`config.mk`:
```
export PLATFORM = sky130hd
export DESIGN_NAME = tpu_csr_bank_flat
export DESIGN_NICKNAME = d
export VERILOG_FILES = /design/src/rtl/tpu_csr_bank_if.sv /design/src/rtl/tpu_csr_bank.sv /design/src/flat_wrapper.sv
export SDC_FILE = /design/constraint.sdc
export NUM_CORES = 1
export LEC_CHECK = 0
export ABC_CLOCK_PERIOD_IN_PS = 3080
export BUFFER_PORTS_ARGS = -buffer_cell sky130_fd_sc_hd__buf_2
export CAP_MARGIN = 20
export CORE_ASPECT_RATIO = 1.75
export CORE_MARGIN = 2
export CORE_UTILIZATION = 30
export CTS_BUF_LIST = sky130_fd_sc_hd__clkbuf_4
export DETAILED_ROUTE_END_ITERATION = 8
export PLACE_DENSITY = 0.58
export SYNTH_ARGS = -nofsm -noshare
export SYNTH_HDL_FRONTEND = slang
export SYNTH_SLANG_ARGS = --single-unit
```
`constraint.sdc`:
```
create_clock -name SYS_CLK -period 3.08 [get_ports SYS_CLK]
set_clock_uncertainty 0.05 [all_clocks]
set_input_delay 0.308 -clock SYS_CLK [delete_from_list [all_inputs] [get_ports SYS_CLK]]
set_output_delay 0.308 -clock SYS_CLK [all_outputs]
set_load 0.05 [all_outputs]
```
`src/rtl/tpu_csr_bank_if.sv`:
```
// Register-file bus between a CSR master and tpu_csr_bank: write strobe, shared
// address, write data, write-ready and registered read data.
interface tpu_csr_bank_if;
  logic       we_rf;
  logic [7:0] addr_rf;
  logic [7:0] data_rf;
  logic       ready_rf;
  logic [7:0] data_out;

  modport master (output we_rf, addr_rf, data_rf, input ready_rf, data_out);
  modport slave  (input we_rf, addr_rf, data_rf, output ready_rf, data_out);
endinterface

```
`src/rtl/tpu_csr_bank.sv`:
```
// TPU control/status register bank: CTRL, per-channel TX/RX slots, double-buffered timer value, STATUS.
// Macro TPU_CSR_SLOT_PROTECT_EN defers slot writes that target the slot currently matching TIME.
module tpu_csr_bank #(
  parameter int unsigned N_CH      = 2,
  parameter logic [7:0]  BASE_ADDR = 8'h20
) (
  input  logic              SYS_CLK,
  input  logic              RST,
  tpu_csr_bank_if.slave     bus,
  input  logic              TPUINT_RF,
  input  logic [7:0]        TIME,
  output logic              RSTTPU,
  output logic              TXSLOT_EN,
  output logic              RXSLOT_EN,
  output logic              TIMERINTMSK,
  output logic              INTFLAG,
  output logic [8*N_CH-1:0] TX_SLOT,
  output logic [8*N_CH-1:0] RX_SLOT,
  output logic [15:0]       TIMER_INT_VALUE
);
  localparam int unsigned IW     = (N_CH > 1) ? $clog2(N_CH) : 1;
  localparam logic [7:0]  OFF_HI = 8'(2*N_CH+1);
  localparam logic [7:0]  OFF_LO = 8'(2*N_CH+2);
  localparam logic [7:0]  OFF_ST = 8'(2*N_CH+3);

  logic [7:0]  r_tx [N_CH];
  logic [7:0]  r_rx [N_CH];
  logic        r_txen, r_rxen, r_msk, r_intflag, r_rsttpu, r_tpuint_d;
  logic [7:0]  r_shadow;
  logic        r_shadow_vld;
  logic [15:0] r_timer;
  logic [7:0]  r_data_out;

  logic [8:0]    w_off9;
  logic [7:0]    w_off;
  logic          w_mapped, w_wr_acc;
  logic          w_wr_ctrl, w_wr_hi, w_wr_lo, w_wr_slot, w_wr_rx;
  logic [IW-1:0] w_wr_idx;
  logic          w_pending, w_cm_en, w_cm_rx;
  logic [IW-1:0] w_cm_idx;
  logic [7:0]    w_cm_data;
  logic [7:0]    w_rdata;

  // 9-bit subtraction so addresses below BASE_ADDR show up as a borrow
  assign w_off9       = {1'b0, bus.addr_rf} - {1'b0, BASE_ADDR};
  assign w_off        = w_off9[7:0];
  assign w_mapped     = ~w_off9[8] && (w_off <= OFF_ST);
  assign bus.ready_rf = ~RST & ~w_pending;
  assign w_wr_acc     = bus.we_rf & bus.ready_rf & w_mapped;

  always_comb begin
    w_wr_ctrl = 1'b0;
    w_wr_hi   = 1'b0;
    w_wr_lo   = 1'b0;
    w_wr_slot = 1'b0;
    w_wr_rx   = 1'b0;
    w_wr_idx  = '0;
    if (w_wr_acc) begin
      w_wr_ctrl = (w_off == 8'd0);
      w_wr_hi   = (w_off == OFF_HI);
      w_wr_lo   = (w_off == OFF_LO);
    end
    for (int unsigned i = 0; i < N_CH; i++) begin
      if (w_off == 8'(2*i+1)) begin
        w_wr_slot = w_wr_acc;
        w_wr_rx   = 1'b0;
        w_wr_idx  = IW'(i);
      end
      if (w_off == 8'(2*i+2)) begin
        w_wr_slot = w_wr_acc;
        w_wr_rx   = 1'b1;
        w_wr_idx  = IW'(i);
      end
    end
  end

`ifdef TPU_CSR_SLOT_PROTECT_EN
  typedef enum logic {S_IDLE, S_PEND} state_t;
  state_t        r_state, w_state_nxt;
  logic          r_h_rx;
  logic [IW-1:0] r_h_idx;
  logic [7:0]    r_h_data;
  logic [7:0]    w_wr_cur, w_held_cur;
  logic          w_hold;

  assign w_pending = (r_state == S_PEND);

  always_comb begin
    w_wr_cur   = '0;
    w_held_cur = '0;
    for (int unsigned i = 0; i < N_CH; i++) begin
      if (w_wr_idx == IW'(i)) w_wr_cur   = w_wr_rx ? r_rx[i] : r_tx[i];
      if (r_h_idx == IW'(i))  w_held_cur = r_h_rx  ? r_rx[i] : r_tx[i];
    end
  end

  always_ff @(posedge SYS_CLK) begin
    if (RST) begin
      r_state  <= S_IDLE;
      r_h_rx   <= 1'b0;
      r_h_idx  <= '0;
      r_h_data <= '0;
    end else begin
      r_state <= w_state_nxt;
      if (w_hold) begin
        r_h_rx   <= w_wr_rx;
        r_h_idx  <= w_wr_idx;
        r_h_data <= bus.data_rf;
      end
    end
  end

  always_comb begin
    w_state_nxt = r_state;
    w_hold      = 1'b0;
    w_cm_en     = 1'b0;
    w_cm_rx     = w_wr_rx;
    w_cm_idx    = w_wr_idx;
    w_cm_data   = bus.data_rf;
    unique case (r_state)
      S_IDLE: begin
        if (w_wr_slot) begin
          if ((w_wr_rx ? r_rxen : r_txen) && (TIME == w_wr_cur)) begin
            w_hold      = 1'b1;
            w_state_nxt = S_PEND;
          end else begin
            w_cm_en = 1'b1;
          end
        end
      end
      S_PEND: begin
        if (TIME != w_held_cur) begin
          w_cm_en     = 1'b1;
          w_cm_rx     = r_h_rx;
          w_cm_idx    = r_h_idx;
          w_cm_data   = r_h_data;
          w_state_nxt = S_IDLE;
        end
      end
    endcase
  end
`else
  assign w_pending = 1'b0;
  assign w_cm_en   = w_wr_slot;
  assign w_cm_rx   = w_wr_rx;
  assign w_cm_idx  = w_wr_idx;
  assign w_cm_data = bus.data_rf;
`endif

  always_ff @(posedge SYS_CLK) begin
    if (RST) begin
      r_txen       <= 1'b0;
      r_rxen       <= 1'b0;
      r_msk        <= 1'b0;
      r_intflag    <= 1'b0;
      r_rsttpu     <= 1'b0;
      r_tpuint_d   <= 1'b0;
      r_shadow     <= '0;
      r_shadow_vld <= 1'b0;
      r_timer      <= '0;
      r_data_out   <= '0;
      for (int unsigned i = 0; i < N_CH; i++) begin
        r_tx[i] <= '0;
        r_rx[i] <= '0;
      end
    end else begin
      r_tpuint_d <= TPUINT_RF;
      r_rsttpu   <= w_wr_ctrl & bus.data_rf[0];
      if (w_wr_ctrl) begin
        r_txen <= bus.data_rf[1];
        r_rxen <= bus.data_rf[2];
        r_msk  <= bus.data_rf[3];
      end
      // a new interrupt edge beats a simultaneous W1C
      if (TPUINT_RF & ~r_tpuint_d)           r_intflag <= 1'b1;
      else if (w_wr_ctrl & bus.data_rf[4])   r_intflag <= 1'b0;
      if (w_wr_hi) begin
        r_shadow     <= bus.data_rf;
        r_shadow_vld <= 1'b1;
      end
      if (w_wr_lo) begin
        r_timer      <= {r_shadow, bus.data_rf};
        r_shadow_vld <= 1'b0;
      end
      for (int unsigned i = 0; i < N_CH; i++) begin
        if (w_cm_en && (w_cm_idx == IW'(i))) begin
          if (w_cm_rx) r_rx[i] <= w_cm_data;
          else         r_tx[i] <= w_cm_data;
        end
      end
      r_data_out <= w_rdata;
    end
  end

  always_comb begin
    w_rdata = '0;
    if (w_mapped) begin
      if (w_off == 8'd0)  w_rdata = {3'b000, r_intflag, r_msk, r_rxen, r_txen, 1'b0};
      if (w_off == OFF_HI) w_rdata = r_timer[15:8];
      if (w_off == OFF_LO) w_rdata = r_timer[7:0];
      if (w_off == OFF_ST) w_rdata = {6'b000000, r_shadow_vld, w_pending};
      for (int unsigned i = 0; i < N_CH; i++) begin
        if (w_off == 8'(2*i+1)) w_rdata = r_tx[i];
        if (w_off == 8'(2*i+2)) w_rdata = r_rx[i];
      end
    end
  end

  always_comb begin
    TX_SLOT = '0;
    RX_SLOT = '0;
    for (int unsigned i = 0; i < N_CH; i++) begin
      TX_SLOT[8*i +: 8] = r_tx[i];
      RX_SLOT[8*i +: 8] = r_rx[i];
    end
  end

  assign RSTTPU          = r_rsttpu;
  assign TXSLOT_EN       = r_txen;
  assign RXSLOT_EN       = r_rxen;
  assign TIMERINTMSK     = r_msk;
  assign INTFLAG         = r_intflag;
  assign TIMER_INT_VALUE = r_timer;
  assign bus.data_out    = r_data_out;
endmodule

```
`src/flat_wrapper.sv`:
```
// flat-port wrapper written by rule: the top's interface ports become plain ports
module tpu_csr_bank_flat 
#(
  parameter int unsigned N_CH      = 2,
  parameter logic [7:0]  BASE_ADDR = 8'h20
)
  (SYS_CLK, RST, TPUINT_RF, TIME, RSTTPU, TXSLOT_EN, RXSLOT_EN, TIMERINTMSK, INTFLAG, TX_SLOT, RX_SLOT, TIMER_INT_VALUE, bus_we_rf, bus_addr_rf, bus_data_rf, bus_ready_rf, bus_data_out);
  tpu_csr_bank_if bus_i ();
  input  logic SYS_CLK;
  input  logic RST;
  input  logic TPUINT_RF;
  input  logic [7:0] TIME;
  output logic RSTTPU;
  output logic TXSLOT_EN;
  output logic RXSLOT_EN;
  output logic TIMERINTMSK;
  output logic INTFLAG;
  output logic [8*N_CH-1:0] TX_SLOT;
  output logic [8*N_CH-1:0] RX_SLOT;
  output logic [15:0] TIMER_INT_VALUE;
  input wire logic [$bits(bus_i.we_rf)-1:0] bus_we_rf;
  input wire logic [$bits(bus_i.addr_rf)-1:0] bus_addr_rf;
  input wire logic [$bits(bus_i.data_rf)-1:0] bus_data_rf;
  output wire logic [$bits(bus_i.ready_rf)-1:0] bus_ready_rf;
  output wire logic [$bits(bus_i.data_out)-1:0] bus_data_out;
  assign bus_i.we_rf = bus_we_rf;
  assign bus_i.addr_rf = bus_addr_rf;
  assign bus_i.data_rf = bus_data_rf;
  assign bus_ready_rf = bus_i.ready_rf;
  assign bus_data_out = bus_i.data_out;
  tpu_csr_bank #(.N_CH(N_CH), .BASE_ADDR(BASE_ADDR)) u_core (.SYS_CLK(SYS_CLK), .RST(RST), .bus(bus_i), .TPUINT_RF(TPUINT_RF), .TIME(TIME), .RSTTPU(RSTTPU), .TXSLOT_EN(TXSLOT_EN), .RXSLOT_EN(RXSLOT_EN), .TIMERINTMSK(TIMERINTMSK), .INTFLAG(INTFLAG), .TX_SLOT(TX_SLOT), .RX_SLOT(RX_SLOT), .TIMER_INT_VALUE(TIMER_INT_VALUE));
endmodule
```
Yosys cells after proc, flatten, opt, wreduce, memory -nomap -nowiden:

Memory sizes are Yosys's and may differ from the RTL's.
Cells that the tools add are included.

* register bits: 39
* RAM bits: 32
* output and inout bits: 62
* memories kept: 2

* $add $sub $neg: 1
* order comparisons: 1
* eq/ne operators: 7
* muxes and demuxes: 42
* bitwise logic cells: 14
* reductions and logical operators: 7

Memories
* u_core.r_rx: depth 2, width 8, read ports 2, clocked after memory_dff 0, write ports 2, line tpu_csr_bank.sv:27 `logic [7:0] r_rx [N_CH];`
* u_core.r_tx: depth 2, width 8, read ports 2, clocked after memory_dff 0, write ports 2, line tpu_csr_bank.sv:26 `logic [7:0] r_tx [N_CH];`

Operators by type and width (count)
* $mux 8: 11
* $eq 8x3->1 const B: 4
* $mux 1: 30
* $eq 8x2->1 const B: 2
* $sub 8x6->9 const B: 1
* $eq 8x1->1 const B: 1
* $le 8x3->1 const B: 1
* $logic_not 8->1: 1
* $and 1x1->1: 5
* $mux 5: 1
* $not 1->1: 5
* $or 1x1->1: 4
* $reduce_or 2->1: 2
* $logic_and 1x1->1: 3
* $reduce_bool 2->1: 1

Logic depth before layout (Yosys ltp):

Gate-level depths: netlist of the first run.

* depth in word-level cells: 13
* mapped depth: 8

Worst setup path before layout of the first run:

OpenSTA, ideal clock, no wires.

* path type: input to register
* start: input bus_addr_rf[5]
* end: memory u_core.r_tx[0][0] (enable)
* library setup time: 0.398 ns
* arrival: 2.096 ns
* slack: 0.537 ns
* stages on the path: 5
* buffers on the path: 0
* path through: inv_1 -> ha_1 -> and4bb_2 -> nand4_1 -> o41ai_1

RTL lines
* from (decl): line flat_wrapper.sv:22 `input wire logic [$bits(bus_i.addr_rf)-1:0] bus_addr_rf;`
* to (decl): line tpu_csr_bank.sv:26

==> metrics.txt, run 1 <==
run status=finished clean; async set-reset flop share out of synthesis=0%; Iteration-0 DRC Markers=168; Post-Syn Area=3070 um2; routability cong.=around 0.83; clk_lat worst skew=about 0.42 ns; Synth area leaders=edfxtp_1 (31%), dfxtp_1 (25%), a31o_2 (4.3%); Clk pwr share=between 20 and 30%; CTS buffer count=9; Row Count=48; Tcrit/Tclk final=about 67%; via count=approximately 2600; WL met1=3270 um; # resized after CTS=0; Final Max Tran Viols=0; crit path time final=2.06 ns; clock sink count=71; Top Ports=90; initial antenna violation count=1; arrival time of the worst setup path=roughly 2.3 ns; CTS clk-pin slew, worst paths=approximately 0.12 ns; synth cell count leaders=dfxtp_1 (39), edfxtp_1 (32), nand2_1 (20); dpl hpwl=6990 um; worst slew pin tran=between 0.8 and 0.9 ns; setup_tns=0 ns; starting density of the core=a little under a third; Hold Fails Final Rpt=0; fmax=486 MHz; Logic pwr share=approximately 14%; worst-path maximum fanout=7; Syn-to-layout area delta=22.3%; met3 wire length=between 400 and 500 um; Die Height=138 um; drt drc=0; hold_sp=TPUINT_RF; CTS Buffer Depth=2; Routed WL=roughly 9100 um; R2R Setup Slk=1.80 ns; most numerous cell in the Yosys netlist=dfxtp_1; NetSw=between 500 and 600 uW; Pwr Density=between 400 and 500 nW/um2; WP data required=3.31 ns; peak supply drop=0.000149 V; Hold Path Stages=2; Seq pwr share=a little under three fifths; DR top layer=met4; layout cells sized above 1=a little over a third; # setup viols final=0; Post-CTS Hold Buffers=0; postcts setup bufs=0; average wire per standard cell=around 18 um; Vias per Instance=approximately 5.2; CP Capture Type=register; unrepaired setup endpoints after global routing=no; core area=between 9000 and 10000 um2; WL met2=about 5000 um; post-synth top area share=between 30 and 40%; crit path kind=in2reg; Synth Instances=roughly 280; maxcap violations=0; Ys Warns=0; CTS root buf=clkbuf_4; die width=80.4 um; Post-synth EDFFs=32; total power=1780 uW; drt pass-1 iters=4; switching part of the total power=a little under a third; Syn Nets=roughly 310; pin count of the biggest net entering global routing=39; Distinct cells, synth=between 40 and 50; Post-DRT Antenna Nets=0; Top FF cell, synth=dfxtp_1; P_int=between 1000 and 1500 uW; Slew headroom=approximately 45%; RR Startpoint=u_core.r_tx[0][7]$_DFFE_PP_; Reg2Reg Depth=4; register area share after synthesis=56.8%; number of synthesized register bits=between 70 and 80; die area=11100 um2; global-route wire length before repair=~14000 um; CTS tree=yes; min-delay worst type=in2reg; Total GRT Usage=17.0%; area leader, netlist=edfxtp_1; total gr overflow=0; end of the worst hold path=u_core.r_tpuint_d$_SDFF_PP0_; leakage power=approximately 0.0015 uW; fin nets=389; H-tree levels=3; Worst Setup Start Kind=input pin; buffers added on ports=roughly 80; Syn Area/Cell=about 11 um2; vias in the first global route=between 2000 and 3000; Worst R2R End=u_core.bus.data_out[7]$_SDFF_PP0_
per-stage QoR:
step | hold slack, ns | setup WS [ns] | std cells | utilization (%) | area (um2)
after floorplan | 0.327 | 0.537 | 277 | - | 3070
after global placement | 0.405 | 0.616 | 474 | 36.7 | 3630
after detailed placement | 0.414 | 0.572 | 474 | 36.7 | 3630
after CTS | 0.0473 | 1.04 | 490 | 37.8 | 3750
after global routing | 0.0714 | 0.848 | 491 | 37.9 | 3750
final | 0.0793 | 1.02 | 491 | 37.9 | 3750
state kept, by name, indices dropped and copies added, names as in the netlist:
register / flops
u_core.bus.data_out: 8
u_core.INTFLAG: 1
u_core.r_shadow_vld: 1
u_core.r_tpuint_d: 1
u_core.TIMER_INT_VALUE: 16
u_core.RXSLOT_EN: 1
u_core.r_shadow: 8
u_core.TIMERINTMSK: 1
u_core.TXSLOT_EN: 1
u_core.RSTTPU: 1
u_core.r_tx: 16
u_core.r_rx: 16
logic make-up after synthesis:
| family | share of synthesized area [%] |
|---|---|
| buffers and inverters | 3.47 |
| adder cells (fa/ha/maj) | 0.408 |
| XOR/XNOR | 0.530 |
| flip-flops | 56.8 |
| AO/OA/AOI/OAI | 17.3 |
| multiplexers | 3.26 |
| AND/OR/NAND/NOR | 18.3 |
layout by cell type, fill, tap and decap left out, drive strengths merged, types with 5 or more instances in the layout:
cell type  netlist  final
buf              8     92
dfxtp           39     39
edfxtp          32     32
nand2           21     21
and2            17     17
nor4            17     17
a21oi           16     16
a31o            16     16
mux2i           10     10
o21ai            9      9
clkbuf          12      9
nor3             8      8
nand2b           7      7
a22oi            7      7
inv              5      6
nor2b            5      5
nor2             5      5
nand3b           5      5
o32ai            5      5
critical path: stages:
cell	delay (ns)
buf_2	0.09
inv_1	0.04
ha_1	0.26
and4bb_2	0.28
nand4_1	0.29
nor3_1	0.77
and2_1	0.25
power by group through the flow:
stage / Clock, uW / Sequential, uW / Combinational (uW)
after floorplan: 0 / 1130 / 81.5
after global placement: 0 / 1040 / 243
after detailed placement: 0 / 1040 / 245
after CTS: 528 / 1020 / 245
after global routing: 566 / 1030 / 259
final: 512 / 1020 / 244
per-layer routing:
metal | GRT usage, % | up-vias
li1 | - | 1238
met1 | 17.1 | 1226
met2 | 30.9 | 86
met3 | 3.15 | 25
met4 | 11.8 | 0
met5 | 0 | -
layout make-up:
class / count / area, um2
Sequential cell: 71 / 1740
Multi-Input combinational cell: 181 / 1230
Fill cell: 1042 / 6160
Timing Repair Buffer: 92 / 488
Tap cell: 125 / 156
Clock buffer: 9 / 67.6
Antenna cell: 1 / 2.50
Clock inverter: 7 / 48.8
Inverter: 5 / 18.8
worst max-delay path by stage:
stage	start	end	slack, ns	cells after the start
floorplan	bus_addr_rf[5]	u_core.r_tx[0][0]$_DFFE_PP_	0.54	5
global placement	bus_addr_rf[5]	u_core.r_tx[0][9]$_DFFE_PP_	0.62	7
detailed placement	bus_addr_rf[5]	u_core.r_tx[0][1]$_DFFE_PP_	0.57	7
CTS	bus_addr_rf[5]	u_core.r_tx[0][9]$_DFFE_PP_	1.04	7
global route	bus_addr_rf[5]	u_core.r_tx[0][9]$_DFFE_PP_	0.85	7
finish	bus_addr_rf[5]	u_core.r_tx[0][9]$_DFFE_PP_	1.02	7
(Power assumes the default switching activity.)
==> run 2, diff against run 1 <==
- ABC_CLOCK_PERIOD_IN_PS: 3080 -> 1700
- PLACE_DENSITY: 0.58 -> 0.6
- clock period: 3.08 -> 1.7 ns (I/O delays scaled with it)
==> metrics.txt, run 2 (synthesis gave the netlist of run 1 again) <==
fin area=4210 um2 (+12%); Iteration-0 DRC Markers=189 (+13%); arrival time of the worst setup path=1.91 ns (-0.38 ns); layout cells sized above 1=40.2% (+5.1 points); fin nets=420 (+8.0%); buffers added on ports=81 (unchanged); unrepaired setup endpoints after global routing=yes; P_int=2440 uW (+99%); CTS clk-pin slew, worst paths=0.11 ns (about the same); Seq pwr share=54.1% (-3.4 points); Crit-path slowest cell=or3_1; DP Area=3990 um2 (+9.7%); Worst R2R End=u_core.bus.data_out[4]$_SDFF_PP0_; WL met1=3460 um (+5.9%); Final Max Tran Viols=0 (unchanged); average wire per standard cell=18.0 um (-2.7%); Vias per Instance=5.18 (-1.3%); NetSw=984 uW (+79%); clock sink count=71 (unchanged); pin count of the biggest net entering global routing=39 (unchanged); starting density of the core=31.0% (unchanged); Top Ports=90 (unchanged); most common cell after layout, fill and taps aside=buf_2; hold_sp=bus_data_rf[7]; crit path time final=about 1.6 ns; postcts setup bufs=0 (unchanged); global-route wire length before repair=14900 um (+7.8%); run status=finished clean; vias in the first global route=2823 (+4.8%); dpl hpwl=7320 um (+4.7%); CTS tree=yes; peak supply drop=0.000280 V (+87%); Clk pwr share=30.8% (+2.0 points); drt drc=0 (unchanged); routability cong.=0.870 (+5.4%); Place WS=-0.427 ns (-0.998 ns); Worst Setup Start Kind=input pin; Post-DRT Antenna Nets=0 (unchanged); Layout Cells excl Fill=522 (+6.3%); initial antenna violation count=1 (unchanged); WL met2=5170 um (+3.5%); Slew headroom=64.6% (+20 points); core area=9910 um2 (unchanged); Fillers=973 (-6.6%); Final WS setup=0.0847 ns (-0.938 ns); Pwr Density=814 nW/um2 (+72%); DP Cell Count=497 (+4.9%); leakage power=0.00172 uW (+15%); fmax=619 MHz; Tcrit/Tclk final=around 95%; Hold Path Stages=3 (+1); via count=2703 (+5.0%); switching part of the total power=28.7% (-2.2 points); die width=80.4 um (unchanged); # setup viols final=0 (unchanged); total gr overflow=0 (unchanged); clk_lat worst skew=0.43 ns (about the same); drt pass-1 iters=4 (unchanged); highest-count cells in the layout ignoring fill and taps=buf_2 (81), dfxtp_1 (39), edfxtp_1 (32); H-tree levels=3 (unchanged); CTS Buffer Depth=2 (unchanged); crit path cell chain=buf_2 -> inv_8 -> ha_4 -> and4bb_2 -> nand4_1 -> buf_4 -> or3_1 -> o32ai_1; met3 wire length=409 um (+0.99%); worst slew pin tran=0.530 ns (-0.292 ns); end of the worst hold path=u_core.r_shadow[7]$_SDFFE_PP0P_; Reg2Reg Depth=4 (unchanged); maxcap violations=0 (unchanged); Syn-to-layout area delta=37.2%; worst-path maximum fanout=8 (+1); CTS root buf=clkbuf_4; RR Startpoint=u_core.r_tx[0][4]$_DFFE_PP_; die area=11100 um2 (unchanged); min-delay worst type=in2reg; Logic pwr share=15.1% (+1.4 points); CTS buffer count=9 (unchanged); Row Count=48 (unchanged); WP data required=1.99 ns (-1.32 ns); DR top layer=met4; Routed WL=9390 um (+3.5%); R2R Setup Slk=0.43 ns (-1.37 ns); Die Height=138 um (unchanged); crit path kind=in2reg; largest stage delay on the critical path=0.45 ns (-0.32 ns); Hold Fails Final Rpt=0 (unchanged); Total GRT Usage=18.2% (+1.2 points); CP Capture Type=register
[run 2: changes by cell type in the layout (fill, tap and decap cells not counted), moves of 2 or more]
cell	before	now
inv_1	5	3
clkinvlp_4	3	1
dlygate4sd3_1	0	8
a31o_2	15	8
o21ai_0	9	7
buf_12	0	5
o21ai_2	0	2
a31o_4	0	7
clkinv_2	1	3
buf_4	11	29
[run 2: cell type report]
| cell class | count | area (um2) | area share, % |
|---|---|---|---|
| timing repair buffer | 123 | 803 | 19.1 |
| tap | 125 | 156 | 3.71 |
| clock inverter | 6 | 61.3 | 1.46 |
| antenna | 1 | 2.50 | 0.0594 |
| sequential | 71 | 1740 | 41.4 |
| clock buffer | 10 | 75.1 | 1.78 |
| multi-input combinational | 181 | 1340 | 31.8 |
| inverter | 5 | 31.3 | 0.743 |
[run 2: worst max-delay path: cells and delay by family]
kind	cells	cell delay, ns
fa+ha+maj	1	0.24
buf+inv	3	0.38
simple gates	3	0.83
compound gates	1	0.28
[run 2: routing by layer]
metal / vias to the layer above / track usage (%)
li1: 1299 / -
met1: 1311 / 19.0
met2: 70 / 32.9
met3: 23 / 3.80
met4: 0 / 10.4
met5: - / 0
[run 2: power by group through the flow]
stage / combinational (uW) / clock (uW) / sequential [uW]
2_1_floorplan: 163 / 0 / 2040
3_3_place_gp: 500 / 0 / 1890
3_5_place_dp: 503 / 0 / 1890
4_1_cts: 519 / 1070 / 1850
5_1_grt: 551 / 1160 / 1860
6_report: 519 / 1060 / 1850
[run 2: how the worst max path moves through the flow]
stage | startpoint | end | cells past startpoint
global route | bus_addr_rf[5] | u_core.bus.data_out[7]$_SDFF_PP0_ | 8
global placement | bus_addr_rf[5] | u_core.r_rx[0][14]$_DFFE_PP_ | 7
detailed placement | bus_addr_rf[5] | u_core.r_rx[0][9]$_DFFE_PP_ | 7
CTS | bus_addr_rf[5] | u_core.r_rx[0][1]$_DFFE_PP_ | 7
floorplan | bus_addr_rf[5] | u_core.r_tx[0][10]$_DFFE_PP_ | 6
finish | bus_addr_rf[5] | u_core.bus.data_out[0]$_SDFF_PP0_ | 8
[run 2: through the flow]
| stage | util, % | TNS, ns | hold slack (ns) | total power (uW) |
|---|---|---|---|---|
| floorplan | - | -3.90 | 0.189 | 2200 |
| global placement | 40.2 | -25.52 | 0.352 | 2390 |
| detailed placement | 40.2 | -27.20 | 0.372 | 2390 |
| CTS | 42.4 | 0 | 0.000212 | 3450 |
| global route | 42.5 | -0.0346 | 0.0156 | 3570 |
| finish | 42.5 | 0 | 0.0153 | 3430 |
[run 2: repair_timing]
action	CTS	global route
hold buffers	8	0
endpoints found under the setup margin	0	18
resized for setup	0	1
endpoints found under the hold margin	10	0
==> run 3, diff against run 2 <==
- CTS_CLUSTER_SIZE: unset -> 16
- MAX_ROUTING_LAYER: unset -> met4
- RECOVER_POWER: unset -> 25
==> metrics.txt, run 3 (synthesis gave the netlist of run 1 again) <==
run status=finished clean; R2R Setup Slk=0.43 ns (about the same); Register Area=1740 um2 (unchanged); end of the worst hold path=u_core.r_shadow[7]$_SDFFE_PP0P_; Hold Path Stages=3 (unchanged); Reg2Reg Depth=4 (unchanged); Clk pwr share=30.9% (about the same); leakage power=0.00161 uW (-6.4%); P_int=2430 uW (-0.39%); Row Count=48 (unchanged); CTS tree=yes; Syn-to-layout area delta=35.7%; CTS Buffer Depth=2 (unchanged); fin nets=420 (unchanged); most common cell after layout, fill and taps aside=buf_2; maxcap violations=0 (unchanged); die width=80.4 um (unchanged); crit path cell chain=buf_2 -> inv_8 -> ha_4 -> and4bb_2 -> nand4_1 -> buf_4 -> or3_1 -> o32ai_1; worst slew pin tran=0.617 ns (+0.0871 ns); Multi-input gate area=1340 um2 (unchanged); Final Max Tran Viols=0 (unchanged); H-tree levels=3 (unchanged); crit path time final=1.62 ns (+0.000248 ns); dpl hpwl=7320 um (unchanged); RR Startpoint=u_core.r_tx[0][4]$_DFFE_PP_; CP Capture Type=register; Min Hold Slack=0.0161 ns (+0.000850 ns); initial antenna violation count=1 (unchanged); largest stage delay on the critical path=0.45 ns (about the same); Logic pwr share=14.9% (-0.2 points); NetSw=988 uW (+0.42%); CTS root buf=clkbuf_4; Worst R2R End=u_core.bus.data_out[4]$_SDFF_PP0_; Fillers=989 (+1.6%); buffers added on ports=81 (unchanged); hold_sp=bus_data_rf[7]; min-delay worst type=in2reg; worst-path maximum fanout=8 (unchanged); arrival time of the worst setup path=1.91 ns (about the same); CTS buffer count=9 (unchanged); vias in the first global route=2821 (-0.071%); highest-count cells in the layout ignoring fill and taps=buf_2 (50), dfxtp_1 (39), clkbuf_1 (33); routability cong.=0.884 (+1.6%); unrepaired setup endpoints after global routing=yes; drt pass-1 iters=4 (unchanged); DP Area=3990 um2 (unchanged); peak supply drop=0.000279 V (about the same); drt drc=0 (unchanged); fmax=619 MHz (about the same); Tcrit/Tclk final=95.0% (about the same); pin count of the biggest net entering global routing=39 (unchanged); CTS clk-pin slew, worst paths=0.11 ns (about the same); average wire per standard cell=18.1 um (+0.83%); Vias per Instance=5.15 (-0.48%); Routed WL=9470 um (+0.83%); Die Height=138 um (unchanged); Total GRT Usage=18.7% (+0.55 points); switching part of the total power=28.9% (+0.17 points); Top Ports=90 (unchanged); Iteration-0 DRC Markers=219 (+16%); layout cells sized above 1=31.8% (-8.3 points); WP data required=1.99 ns (about the same); crit path kind=in2reg; Hold Fails Final Rpt=0 (unchanged); clk_lat worst skew=0.43 ns (about the same); # setup viols final=0 (unchanged); Seq pwr share=54.2% (about the same); global-route wire length before repair=15000 um (+0.23%); core area=9910 um2 (unchanged); total gr overflow=0 (unchanged); Slew headroom=59.0% (-5.6 points); die area=11100 um2 (unchanged); Worst Setup Start Kind=input pin; Pwr Density=822 nW/um2 (+0.95%); starting density of the core=31.0% (unchanged); Crit-path slowest cell=or3_1; via count=2690 (-0.48%); Post-DRT Antenna Nets=0 (unchanged); clock sink count=71 (unchanged); fin area=4160 um2 (-1.1%)
-- run 3: cell count changes in the layout (fill, tap and decap cells not counted) --
| cell | previous run | this run |
|---|---|---|
| buf_4 | 29 | 27 |
| clkbuf_1 | 0 | 33 |
| buf_2 | 81 | 50 |
-- run 3: repair_timing --
action	CTS	global route
hold buffers	8	0
buffers inserted	0	0
endpoints found under the setup margin	0	18
resized for setup	0	1
endpoints found under the hold margin	10	0
-- run 3: power by group through the flow --
stage / clock (uW) / sequential, uW / combinational [uW]
after floorplan: 0 / 2040 / 163
after global placement: 0 / 1890 / 500
after detailed placement: 0 / 1890 / 503
after CTS: 1070 / 1850 / 519
after global routing: 1160 / 1860 / 542
final: 1060 / 1850 / 510
-- run 3: per-stage QoR --
stage / cells / setup WS, ns / TNS [ns] / util (%) / power, uW
5_1_grt: 522 / -0.0221 / -0.0346 / 42.0 / 3560
3_5_place_dp: 497 / -0.427 / -27.20 / 40.2 / 2390
3_3_place_gp: 497 / -0.392 / -25.52 / 40.2 / 2390
6_report: 522 / 0.0845 / 0 / 42.0 / 3420
4_1_cts: 521 / 0.0285 / 0 / 42.4 / 3450
2_1_floorplan: 277 / -0.198 / -3.90 / - / 2200
-- run 3: worst max path at each step --
stage,to,cells after the start,slack (ns),start
floorplan,u_core.r_tx[0][10]$_DFFE_PP_,6,-0.20,bus_addr_rf[5]
global placement,u_core.r_rx[0][14]$_DFFE_PP_,7,-0.39,bus_addr_rf[5]
detailed placement,u_core.r_rx[0][9]$_DFFE_PP_,7,-0.43,bus_addr_rf[5]
CTS,u_core.r_rx[0][1]$_DFFE_PP_,7,0.03,bus_addr_rf[5]
global route,u_core.bus.data_out[7]$_SDFF_PP0_,8,-0.02,bus_addr_rf[5]
finish,u_core.bus.data_out[0]$_SDFF_PP0_,8,0.08,bus_addr_rf[5]
-- run 3: critical path: cells and delay by family --
kind / cells / cell delay (ns)
buf+inv: 3 / 0.38
simple gates: 3 / 0.83
fa+ha+maj: 1 / 0.24
compound gates: 1 / 0.28
-- run 3: layout make-up --
| cell class | count | area share (%) |
|---|---|---|
| flip-flops and latches | 71 | 41.8 |
| multi-input cells | 181 | 32.2 |
| repair buffers | 123 | 18.2 |
| well taps | 125 | 3.76 |
| clock buffers | 10 | 1.80 |
| clock inverters | 6 | 1.47 |
| inverters | 5 | 0.751 |
| diodes | 1 | 0.0601 |
-- run 3: metal layers --
metal  global-route usage [%]  vias to the layer above  wire length [um]
met1                     19.3                     1298              3530
met2                     32.9                       72              5160
met3                     3.67                       23               402
li1                         -                     1297                 -
met4                     10.4                        0               369
met5                        -                        -                 0
